==> src/rtl/cpu_run_ctrl.sv <==
// ---------------------------------------------------------------------------
// cpu_run_ctrl
//
// Run-control sequencer for the 16-bit 5-stage pipelined core. It turns the
// external start/enable controls into the core's pipeline-advance enables and
// a one-cycle PC/pipeline clear. It also provides these functions:
//   - pause, resume and single-step;
//   - HALT-driven pipeline drain;
//   - an optional PC breakpoint;
//   - a saturating executed-cycle counter.
//
// Optional feature macro: CPU_RUN_CTRL_BREAKPOINT_EN
//   - Defined: the PC breakpoint comparator and the sticky bp_hit flag are
//     built.
//   - Undefined: pc, bp_addr and bp_valid are ignored and bp_hit is tied to 0.
//
// Parameters
//   CNT_W         width of cycle_cnt
//   DRAIN_CYCLES  cycles the back end keeps running after HALT decode (1..15)
//
// Ports
//   clk        in   system clock, rising edge
//   r_st       in   asynchronous active-high reset
//   enable     in   master enable; 0 freezes state and gates the core enables
//   start      in   start / restart / resume request (level)
//   pause_req  in   pause request, honoured in RUN only
//   step       in   single-step request, honoured in PAUSE only
//   halt_op    in   ID stage holds a HALT opcode
//   pc         in   IF-stage PC
//   bp_addr    in   breakpoint address
//   bp_valid   in   breakpoint armed
//   fetch_en   out  IF may fetch and advance pc
//   core_en    out  ID/EX/MEM/WB registers may advance
//   pc_clr     out  one-cycle PC and pipeline clear
//   running    out  state is RUN or STEP
//   halted     out  state is HALTED
//   bp_hit     out  sticky breakpoint-pause flag
//   cycle_cnt  out  saturating count of cycles with core_en=1
//   state      out  encoded state (IDLE=0 .. HALTED=6)
// ---------------------------------------------------------------------------
module cpu_run_ctrl #(
    parameter int unsigned CNT_W        = 16,
    parameter int unsigned DRAIN_CYCLES = 3
) (
    input  logic             clk,
    input  logic             r_st,
    input  logic             enable,
    input  logic             start,
    input  logic             pause_req,
    input  logic             step,
    input  logic             halt_op,
    input  logic [15:0]      pc,
    input  logic [15:0]      bp_addr,
    input  logic             bp_valid,
    output logic             fetch_en,
    output logic             core_en,
    output logic             pc_clr,
    output logic             running,
    output logic             halted,
    output logic             bp_hit,
    output logic [CNT_W-1:0] cycle_cnt,
    output logic [2:0]       state
);

    typedef enum logic [2:0] {
        StIdle    = 3'd0,
        StRestart = 3'd1,
        StRun     = 3'd2,
        StPause   = 3'd3,
        StStep    = 3'd4,
        StDrain   = 3'd5,
        StHalted  = 3'd6
    } state_e;

    // The drain counter is loaded on DRAIN entry, so DRAIN lasts DRAIN_CYCLES cycles.
    localparam logic [3:0] DrainLoad = 4'(DRAIN_CYCLES - 1);

    localparam logic [CNT_W-1:0] CntOne = {{(CNT_W-1){1'b0}}, 1'b1};

    state_e     state_q, state_d;
    logic [3:0] drain_q, drain_d;
    logic       bp_match;
    logic       bp_set;
    logic       bp_clr;

    // -----------------------------------------------------------------------
    // Breakpoint comparator
    // -----------------------------------------------------------------------
`ifdef CPU_RUN_CTRL_BREAKPOINT_EN
    // fetch_en qualifies the match: the instruction at bp_addr must really be
    // fetched this cycle, so it sits in IF/ID once the pause takes effect.
    assign bp_match = bp_valid && (pc == bp_addr) && fetch_en;
`else
    assign bp_match = 1'b0;

    logic unused_bp;
    assign unused_bp = ^{pc, bp_addr, bp_valid, bp_set, bp_clr};
`endif

    // -----------------------------------------------------------------------
    // Next-state logic. The whole sequencer is frozen while enable is low.
    // -----------------------------------------------------------------------
    always_comb begin
        state_d = state_q;
        drain_d = drain_q;
        bp_set  = 1'b0;
        bp_clr  = 1'b0;

        if (enable) begin
            unique case (state_q)
                StIdle: begin
                    if (start) state_d = StRestart;
                end
                StRestart: begin
                    state_d = StRun;
                end
                StRun: begin
                    // HALT beats a breakpoint on the same cycle.
                    if (halt_op) begin
                        state_d = StDrain;
                        drain_d = DrainLoad;
                    end else if (bp_match) begin
                        state_d = StPause;
                        bp_set  = 1'b1;
                    end else if (pause_req) begin
                        state_d = StPause;
                    end
                end
                StPause: begin
                    if (start) begin
                        state_d = StRun;
                        bp_clr  = 1'b1;
                    end else if (step) begin
                        state_d = StStep;
                    end
                end
                StStep: begin
                    if (halt_op) begin
                        state_d = StDrain;
                        drain_d = DrainLoad;
                    end else begin
                        state_d = StPause;
                    end
                end
                StDrain: begin
                    if (drain_q == 4'd0) begin
                        state_d = StHalted;
                    end else begin
                        drain_d = drain_q - 4'd1;
                    end
                end
                StHalted: begin
                    if (start) state_d = StRestart;
                end
                default: begin
                    state_d = StIdle;
                    drain_d = 4'd0;
                end
            endcase
        end
    end

    // -----------------------------------------------------------------------
    // State and registered outputs. The outputs are decoded from state_d so
    // that they line up with the new state in the cycle after the edge.
    // -----------------------------------------------------------------------
    always_ff @(posedge clk or posedge r_st) begin
        if (r_st) begin
            state_q   <= StIdle;
            drain_q   <= 4'd0;
            fetch_en  <= 1'b0;
            core_en   <= 1'b0;
            pc_clr    <= 1'b0;
            running   <= 1'b0;
            halted    <= 1'b0;
            cycle_cnt <= '0;
        end else begin
            state_q  <= state_d;
            drain_q  <= drain_d;
            fetch_en <= enable && (state_d == StRun || state_d == StStep);
            core_en  <= enable && (state_d == StRun || state_d == StStep ||
                                   state_d == StDrain);
            pc_clr   <= enable && (state_d == StRestart);
            running  <= (state_d == StRun) || (state_d == StStep);
            halted   <= (state_d == StHalted);

            // core_en here is the value for the cycle ending at this edge.
            if (enable) begin
                if (state_d == StRestart) begin
                    cycle_cnt <= '0;
                end else if (core_en && (cycle_cnt != '1)) begin
                    cycle_cnt <= cycle_cnt + CntOne;
                end
            end
        end
    end

    assign state = state_q;

    // -----------------------------------------------------------------------
    // Sticky breakpoint flag
    // -----------------------------------------------------------------------
`ifdef CPU_RUN_CTRL_BREAKPOINT_EN
    logic bp_hit_q;

    always_ff @(posedge clk or posedge r_st) begin
        if (r_st) begin
            bp_hit_q <= 1'b0;
        end else if (enable) begin
            if (state_d == StRestart || bp_clr) begin
                bp_hit_q <= 1'b0;
            end else if (bp_set) begin
                bp_hit_q <= 1'b1;
            end
        end
    end

    assign bp_hit = bp_hit_q;
`else
    assign bp_hit = 1'b0;
`endif

endmodule

==> config.mk <==
export PLATFORM = sky130hd
export DESIGN_NAME = cpu_run_ctrl
export DESIGN_NICKNAME = d
export VERILOG_FILES = /design/src/rtl/cpu_run_ctrl.sv
export SDC_FILE = /design/constraint.sdc
export NUM_CORES = 1
export LEC_CHECK = 0
export CORE_ASPECT_RATIO = 1.25
export CORE_MARGIN = 4
export CORE_UTILIZATION = 46
export CTS_CLUSTER_SIZE = 8
export DETAILED_ROUTE_END_ITERATION = 6
export GPL_TIMING_DRIVEN = 0
export HOLD_SLACK_MARGIN = 0.02
export MAX_ROUTING_LAYER = met4
export PLACE_DENSITY = 0.82
export SLEW_MARGIN = 40
export SYNTH_ARGS = -nofsm -noshare
export SYNTH_HDL_FRONTEND = slang
export SYNTH_SLANG_ARGS = --single-unit
==> constraint.sdc <==
create_clock -name clk -period 2.25 [get_ports clk]
set_input_delay 0.3375 -clock clk [delete_from_list [all_inputs] [get_ports clk]]
set_output_delay 0.3375 -clock clk [all_outputs]
set_load 0.02 [all_outputs]
==> reports/metrics.cfg, run 1 <==
[placement]
postPlaceCellArea_sq_um = 2290
globalplace.congestion = 0.863
hpwlAfterDp_microns = 3360
dp.cells = 299
portBuffers = 30

[yosys]
syn_avg_cell_area_sq_um = 9.02
async_reset_ff_share_pct = 100
synth_area_sq_um = 1920
ys.flop_type = dfrtp_1
ys_warn_count = 0
yosys-top-cells-area = dfrtp_1 (36%), o221ai_1 (4.6%), nand2_1 (4.5%), o21ai_0 (3.4%), inv_1 (3.1%)
synth_top_area_share_pct = 36.5
syn_nets = 256
yosysSeqAreaShare_pct = 36.5
ys_seq_elements = 28
syn_inst = 213
synth_cell_types = 56
synth_top_area_cell = dfrtp_1
synth_edf_count = 0

[sta]
setup_tns_ns = 0
setup_viol = 0
slew-limit-headroom_pct = 55.9
final-hold-violation-count = 0
drv_slew = 0
skew_ns = 0.00235
finalCritPeriodShare_pct = 97.8
rsz0062_at_grt = true
tightest_slew_ns = 0.656
clock.fmax_mhz = 454
layout_min_cycle_time_ns = 2.20

[pwr]
intPower_mw = 1.68
netSwitchingFraction_pct = 45.8
p_per_area_nw_per_um2 = 1220
power_frac_comb_pct = 63.9
peakVddDrop_uv = 786
clkPwrFrac_pct = 8.4
p_sw_mw = 1.42
leakage_nw = 1.10
sequentialPowerShare_pct = 27.6

[critical_path]
worstSetupPathType = reg2reg
worstPathArrival_ns = 2.34
slowest_delay_ns = 0.51
crit_buf_inv = 2
critPathTopFamily = compound AO/OA/AOI/OAI gates
worstPathRequired_ns = 2.39
cp_max_fo = 8
cp-end-kind = flop
path_cells = or4b_4 > a21boi_4 > o31a_4 > o221ai_4 > buf_12 > buf_4 > o211ai_1 > o221ai_1
crit_path_top_delay_cell = or4b_4
start_kind = flop

[clock_network]
clock_path_buffers = 2
cts_sinks = 28
htreeDepth = 1
clock_latency_ns = 0.27
clockRootBuffer = clkbuf_8
cts_tree = built
cts.clk_slew.worst_paths_ns = 0.09
numCtsBuffers = 3

[layout]
layout_commonest_cell = dfrtp_1
fin_area_sq_um = 2550
fin_nets = 303
final_cells = 314
drive_above_1_share_pct = 20.9
num_antenna_cells = 0
mostFrequentLayoutCells = dfrtp_1 (27), clkdlybuf4s50_1 (26), nand2_1 (23)
syn2layout_area_growth_pct = 32.8

[routing]
wirelength_microns = 5040
wl_per_cell_microns = 16.1
vias_per_cell = 5.87
ant_nets = 0
drt-pass1-iter-count = 4
vias = 1843
drcViolationCount = 0
drtIter0Drc = 136

[die]
die_w_microns = 65.8
std_cell_rows = 26
dieArea_sq_um = 5280
start_util_pct = 47.3
coreArea_sq_um = 4070
dieHeight_microns = 80.3
ios = 65

[global_route]
grt_antenna_before_repair = 0
gr-usage-all-layers_pct = 19.3
gr-total-overflow = 0
grt_max_degree = 29
grt_pass1_vias = 1793
grt_pass1_wl_microns = 7960

[status]
status = complete, no violations

[job]
cap_violations = 0

[worst_hold_path]
hold_path_class = in2async

-- registers in the layout (all words and copies together) (netlist names) --
| name | count |
|---|---|
| pc_clr | 1 |
| halted | 1 |
| core_en | 1 |
| drain_q | 4 |
| fetch_en | 1 |
| state | 3 |
| cycle_cnt | 16 |
| running | 1 |
-- layer usage --
layer  wire, microns  vias to the layer above  share of wire, %  track usage [%]
met5               0                        -                 0                -
met4              65                        0               1.3             5.39
met3             193                        8               3.8             1.96
met2            2720                       58                54             34.5
met1            2070                      897                41             22.7
li1                -                      880                 -                -
-- synth_stat cells, types with 3 or more instances --
cell type and instances:
a21oi_1 5, buf_2 4, buf_4 3, dfrtp_1 28
ha_1 3, inv_1 16, nand2_1 23, nand2b_1 5
nand3_1 11, nand3b_1 3, nand4_1 3, nor2_1 13
nor2b_1 3, nor3_1 11, o211ai_1 6, o21ai_0 13
o221ai_1 10
-- what timing repair did --
action / 4_1_cts / 5_1_grt
endpoints found under the hold margin: 0 / 0
hold buffers: 0 / 0
cloned: 0 / 2
pin swaps: 1 / 9
setup buffers: 0 / 10
resized for setup: 5 / 28
setup endpoints to repair: 13 / 16
-- logic make-up after synthesis --
| logic type | after synthesis | share of synthesized area, % |
|---|---|---|
| buffers and inverters | 26 | 6.71 |
| AND/OR/NAND/NOR | 90 | 25.6 |
| multiplexers | 2 | 1.04 |
| XOR/XNOR | 2 | 0.912 |
| other | 1 | 0.195 |
| adder cells (fa/ha/maj) | 3 | 1.95 |
| flip-flops | 28 | 36.5 |
| AO/OA/AOI/OAI | 61 | 27.1 |
-- layout make-up --
class                           instances  area, sq um
Fill cell                             354         1510
Multi-Input combinational cell        160         1200
Sequential cell                        28          702
Timing Repair Buffer                   41          402
Buffer                                 10         75.1
Tap cell                               56         70.1
Inverter                               16         60.1
Clock buffer                            3         41.3
-- per-stage QoR --
step	utilization (%)	power, mW	setup slack (ns)	hold WS, ns
2_1_floorplan	-	1.96	0.112	0.403
3_3_place_gp	56.4	2.47	-0.398	0.498
3_5_place_dp	56.4	2.50	-0.408	0.499
4_1_cts	57.9	2.81	0.00710	0.464
5_1_grt	62.8	3.32	-0.0381	0.504
6_report	62.8	3.11	0.0492	0.448
-- power groups by stage --
stage | combinational [mW] | sequential, mW | clock (mW)
finish | 1.99 | 0.859 | 0.262
global placement | 1.63 | 0.845 | 0
floorplan | 0.970 | 0.991 | 0
CTS | 1.69 | 0.846 | 0.269
global route | 2.14 | 0.886 | 0.292
detailed placement | 1.65 | 0.852 | 0
-- path summary, 6_finish.rpt --
path,startpoint,endpoint,slack [ns],cells past startpoint
min in group clk,cycle_cnt[0]$_DFFE_PP0P_,cycle_cnt[0]$_DFFE_PP0P_,0.54,1
max in group asynchronous,r_st,state[2]$_DFF_PP0_,1.38,2
max,state[2]$_DFF_PP0_,cycle_cnt[11]$_DFFE_PP0P_,0.05,8
min reg2reg,cycle_cnt[0]$_DFFE_PP0P_,cycle_cnt[0]$_DFFE_PP0P_,0.54,1
max reg2reg,state[2]$_DFF_PP0_,cycle_cnt[11]$_DFFE_PP0P_,0.05,8
min,r_st,drain_q[2]$_DFFE_PP0P_,0.45,2
No activity file was read; power rests on OpenSTA's default activity.
==> inputs of run 2 (changes only) <==
Settings changed: HOLD_SLACK_MARGIN 0.02 to unset, SKIP_LAST_GASP set to 1.
==> run 2 against run 1 <==
Net effect:
- global-route usage did not move
- final area fell by 0.34%
- wire length rose by 0.50%
- hold slack barely moved
- first-iteration DRC count fell by 15%
- flip-flop and latch count did not move
- total power fell by 0.19%
- non-clock buffer count did not move
- sequential share of layout area rose by 0.095 points
- core utilization fell by 0.22 points
- via count rose by 0.33%
- largest cell class unchanged
- highest routed layer unchanged
==> reports/metrics.cfg, run 2 (synthesis gave the netlist of run 1 again) <==
[pwr]
power_mw = 3.10  ; -0.19%
p_per_area_nw_per_um2 = 1220  ; +0.15%
peakVddDrop_uv = 788  ; +0.31%
leakage_nw = 1.10  ; +0.20%

[sta]
timing.hold.ws_ns = 0.448  ; +0.000180 ns
final-hold-violation-count = 0  ; unchanged
slew-limit-headroom_pct = 54.5  ; -1.4 points
drv_slew = 0  ; unchanged
finalCritPeriodShare_pct = 98.0  ; +0.21 points
tightest_slew_ns = 0.677  ; +0.0211 ns
rsz0062_at_grt = true
skew_ns = 0.00242  ; +0.0000735 ns
fin_ws_ns = 0.0445  ; -0.00474 ns
setup_viol = 0  ; unchanged
layout_min_cycle_time_ns = 2.21  ; +0.00474 ns
clock.fmax_mhz = 453  ; -0.22%
setup_tns_ns = 0  ; unchanged

[placement]
globalplace.congestion = 0.863  ; unchanged
pre_cts_ws_ns = -0.408  ; unchanged
dp.cells = 299  ; unchanged
portBuffers = 30  ; unchanged
postPlaceCellArea_sq_um = 2290  ; unchanged
hpwlAfterDp_microns = 3360  ; unchanged

[clock_network]
clock_latency_ns = 0.27  ; about the same
cts.clk_slew.worst_paths_ns = 0.09  ; about the same
cts_sinks = 28  ; unchanged
htreeDepth = 1  ; unchanged
numCtsBuffers = 3  ; unchanged
cts_tree = built
clock_path_buffers = 2  ; unchanged
clockRootBuffer = clkbuf_8

[die]
die_w_microns = 65.8  ; unchanged
ios = 65  ; unchanged
start_util_pct = 47.3  ; unchanged
std_cell_rows = 26  ; unchanged
coreArea_sq_um = 4070  ; unchanged
dieHeight_microns = 80.3  ; unchanged
dieArea_sq_um = 5280  ; unchanged

[layout]
fin_nets = 303  ; unchanged
mostFrequentLayoutCells = dfrtp_1 (27), clkdlybuf4s50_1 (26), nand2_1 (23)
drive_above_1_share_pct = 20.2  ; -0.78 points
largest_register_ffs = 16  ; unchanged
fin_area_sq_um = 2540  ; -0.34%
utilization_pct = 62.6  ; -0.22 points
largest-register = cycle_cnt
num_antenna_cells = 0  ; unchanged
layout_commonest_cell = dfrtp_1
nFillCells = 355  ; +0.28%
syn2layout_area_growth_pct = 32.4
final_cells = 314  ; unchanged

[global_route]
gr-usage-all-layers_pct = 19.3  ; unchanged
grt_max_degree = 29  ; unchanged
grt_antenna_before_repair = 0  ; unchanged
gr-total-overflow = 0  ; unchanged
grt_pass1_vias = 1793  ; unchanged
grt_pass1_wl_microns = 7960  ; unchanged

[critical_path]
crit_path_top_delay_cell = or4b_4
worstPathArrival_ns = 2.34  ; about the same
worstPathRequired_ns = 2.39  ; about the same
cp_max_fo = 8  ; unchanged
path_cells = or4b_4 > a21boi_4 > o31a_4 > o221ai_4 > buf_12 > buf_4 > o211ai_1 > o221ai_1
worstSetupPathType = reg2reg
start_kind = flop
slowest_delay_ns = 0.51  ; about the same
cp-end-kind = flop

[routing]
wl_per_cell_microns = 16.1  ; +0.50%
ant_nets = 0  ; unchanged
drt-pass1-iter-count = 4  ; unchanged
vias_per_cell = 5.89  ; +0.33%
vias = 1849  ; +0.33%
drtIter0Drc = 116  ; -15%
wirelength_microns = 5070  ; +0.50%
drcViolationCount = 0  ; unchanged

[status]
status = complete, no violations

[job]
cap_violations = 0  ; unchanged

[worst_hold_path]
hold_path_class = in2async

## run 2: cell counts in the layout (fill, tap and decap cells not counted)
Identical to the previous run, type by type.
## run 2: cell type report
type                    instances  area (sq um)  area share [%]
multi-input cells             160          1190            46.9
well taps                      56          70.1            2.75
repair buffers                 41           402            15.8
inverters                      16          60.1            2.36
plain buffers                  10          75.1            2.95
flip-flops and latches         28           702            27.6
clock buffers                   3          41.3            1.62
## run 2: repair_timing
| item | in CTS | in global routing |
|---|---|---|
| pin swaps | 1 | 9 |
| resized for setup | 5 | 26 |
| cloned | 0 | 2 |
| setup buffers | 0 | 10 |
| hold buffers | 0 | 0 |
| setup endpoints to repair | 13 | 16 |
## run 2: metal layers
metal | vias up | GRT usage, % | share of wire, %
li1 | 880 | - | -
met1 | 898 | 22.7 | 41
met2 | 63 | 34.5 | 54
met3 | 8 | 1.96 | 4.1
met4 | 0 | 5.39 | 0.97
met5 | - | - | 0
## run 2: report_power, final
part           switching [mW]  internal, mW
sequential              0.202         0.659
clock                   0.142         0.120
combinational            1.08         0.900
total                    1.42          1.68
## run 2: final timing paths
| kind | depth (start not counted) | startpoint | to | slack, ns |
|---|---|---|---|---|
| min reg2reg | 1 | cycle_cnt[0]$_DFFE_PP0P_ | cycle_cnt[0]$_DFFE_PP0P_ | 0.54 |
| max reg2reg | 8 | state[2]$_DFF_PP0_ | cycle_cnt[5]$_DFFE_PP0P_ | 0.04 |
| min | 2 | r_st | drain_q[2]$_DFFE_PP0P_ | 0.45 |
| min in group clk | 1 | cycle_cnt[0]$_DFFE_PP0P_ | cycle_cnt[0]$_DFFE_PP0P_ | 0.54 |
| max in group asynchronous | 2 | r_st | state[2]$_DFF_PP0_ | 1.37 |
| max | 8 | state[2]$_DFF_PP0_ | cycle_cnt[5]$_DFFE_PP0P_ | 0.04 |
## run 2: worst max-delay path, delay by kind of cell (launching register included)
family	cells	cell delay (ns)
flops	1	0.46
compound gates	5	0.79
buf+inv	2	0.31
simple gates	1	0.51
==> inputs of run 3 (changes only) <==
Settings changed: CORE_MARGIN 4 to unset.
==> run 3 against run 2 <==
Net effect:
- hold slack worse by 0.019 ns
- clock skew about the same
- die area down 16%
- global-route usage up 5.4 points
- register-to-register slack about the same
- maximum frequency up 0.27%
- critical path type unchanged
==> reports/metrics.cfg, run 3 (synthesis gave the netlist of run 1 again) <==
[critical_path]
crit_path_top_delay_cell = or4b_4
slowest_delay_ns = 0.45  ; -0.06 ns
worstSetupPathType = reg2reg
path_cells = buf_6 > or4b_4 > a21boi_2 > o31a_4 > o221ai_4 > buf_12 > clkbuf_16 > o21ai_0 > o221ai_1
cp-end-kind = flop
worstPathArrival_ns = 2.35  ; about the same
cp_max_fo = 8  ; unchanged
reg2regPathDepth = 9  ; +1
worstPathRequired_ns = 2.40  ; about the same
start_kind = flop

[layout]
utilization_pct = 66.6  ; +4.0 points
largest-register = cycle_cnt
syn2layout_area_growth_pct = 34.4
mostFrequentLayoutCells = dfrtp_1 (27), clkdlybuf4s50_1 (26), nand2_1 (23)
num_antenna_cells = 0  ; unchanged
final_cells = 317  ; +0.96%
largest_register_ffs = 16  ; unchanged
drive_above_1_share_pct = 21.3  ; +1.1 points
fin_area_sq_um = 2580  ; +1.5%
fin_nets = 308  ; +1.7%
layout_commonest_cell = dfrtp_1

[global_route]
grt_pass1_vias = 1708  ; -4.7%
gr-total-overflow = 0  ; unchanged
grt_pass1_wl_microns = 8010  ; +0.69%
grt_max_degree = 29  ; unchanged
gr-usage-all-layers_pct = 24.7  ; +5.4 points
grt_antenna_before_repair = 0  ; unchanged

[sta]
setup_viol = 0  ; unchanged
rsz0062_at_grt = true
layout_min_cycle_time_ns = 2.20  ; -0.00587 ns
final-hold-violation-count = 0  ; unchanged
setup_tns_ns = 0  ; unchanged
skew_ns = 0.00257  ; +0.000145 ns
fin_ws_ns = 0.0503  ; +0.00587 ns
finalCritPeriodShare_pct = 97.8  ; -0.26 points
slew-limit-headroom_pct = 61.8  ; +7.3 points
clock.fmax_mhz = 455  ; +0.27%
tightest_slew_ns = 0.571  ; -0.106 ns
drv_slew = 0  ; unchanged
timing.hold.ws_ns = 0.430  ; -0.0186 ns

[clock_network]
cts_sinks = 28  ; unchanged
cts.clk_slew.worst_paths_ns = 0.09  ; about the same
cts_tree = built
htreeDepth = 1  ; unchanged
numCtsBuffers = 3  ; unchanged
clockRootBuffer = clkbuf_8
cts_hold_buf = 0  ; unchanged
clock_latency_ns = 0.27  ; about the same
clock_path_buffers = 2  ; unchanged

[routing]
wl_per_cell_microns = 15.7  ; -2.4%
wirelength_microns = 4990  ; -1.5%
vias_per_cell = 5.92  ; +0.50%
drt-pass1-iter-count = 4  ; unchanged
drtIter0Drc = 138  ; +19%
ant_nets = 0  ; unchanged
vias = 1876  ; +1.5%
drcViolationCount = 0  ; unchanged

[placement]
dp.cells = 297  ; -0.67%
hpwlAfterDp_microns = 3290  ; -1.9%
postPlaceCellArea_sq_um = 2290  ; -0.11%
portBuffers = 30  ; unchanged
pre_cts_ws_ns = -0.432  ; -0.0240 ns
globalplace.congestion = 0.861  ; -0.25%

[die]
coreArea_sq_um = 3880  ; -4.6%
dieHeight_microns = 74.3  ; -7.5%
dieArea_sq_um = 4440  ; -16%
die_w_microns = 59.8  ; -9.1%
std_cell_rows = 25  ; -3.8%
start_util_pct = 49.5  ; +2.3 points
ios = 65  ; unchanged

[job]
cap_violations = 0  ; unchanged

[pwr]
leakage_nw = 1.12  ; +2.0%
p_per_area_nw_per_um2 = 1240  ; +1.6%
peakVddDrop_uv = 592  ; -25%
power_mw = 3.20  ; +3.1%

[status]
status = complete, no violations

[worst_hold_path]
hold_path_class = in2async

[run 3: cell types whose count changed in the layout (fill, tap and decap cells not counted), moves of 2 or more]
| cell | change |
|---|---|
| buf_4 | +2 |
| o221ai_2 | -4 |
| dlymetal6s2s_1 | -2 |
| dlygate4sd2_1 | +2 |
| o221ai_1 | +4 |
[run 3: area by class of cell]
| cell class | instances | area (sq um) |
|---|---|---|
| Buffer | 10 | 78.8 |
| Clock buffer | 3 | 41.3 |
| Fill cell | 328 | 1300 |
| Inverter | 16 | 60.1 |
| Multi-Input combinational cell | 160 | 1170 |
| Sequential cell | 28 | 702 |
| Tap cell | 54 | 67.6 |
| Timing Repair Buffer | 46 | 459 |
[run 3: critical path, delay by kind of cell, from the launching register on]
kind / cells / cell delay, ns
compound gates: 5 / 0.81
simple gates: 1 / 0.45
buf+inv: 3 / 0.44
flops: 1 / 0.37
[run 3: path summary, 6_finish.rpt]
check                                        from                       end  slack, ns
setup / recovery               state[0]$_DFF_PP0_  cycle_cnt[8]$_DFFE_PP0P_       0.05
hold / removal                               r_st    drain_q[3]$_DFFE_PP0P_       0.43
setup reg to reg               state[0]$_DFF_PP0_  cycle_cnt[8]$_DFFE_PP0P_       0.05
hold reg to reg            drain_q[1]$_DFFE_PP0P_    drain_q[1]$_DFFE_PP0P_       0.54
max in group asynchronous                    r_st        state[2]$_DFF_PP0_       1.41
min in group clk           drain_q[1]$_DFFE_PP0P_    drain_q[1]$_DFFE_PP0P_       0.54
[run 3: what timing repair did]
item / CTS / global route
buffers inserted: 1 / 13
resized for setup: 7 / 20
setup endpoints to repair: 14 / 16
cloned: 1 / 2
pin swaps: 2 / 12
[run 3: power by group]
part	internal [mW]	leakage [nW]	switching (mW)
sequential	0.659	0.336	0.194
clock	0.120	0.0216	0.155
combinational	0.983	0.763	1.09
[run 3: metal layers]
| layer | routed length [microns] | vias up | global-route usage (%) |
|---|---|---|---|
| met2 | 2530 | 61 | 39.1 |
| met3 | 196 | 18 | 1.91 |
| met1 | 2090 | 907 | 30.7 |
| met4 | 174 | 0 | 14.2 |
| li1 | - | 890 | - |
| met5 | 0 | - | - |
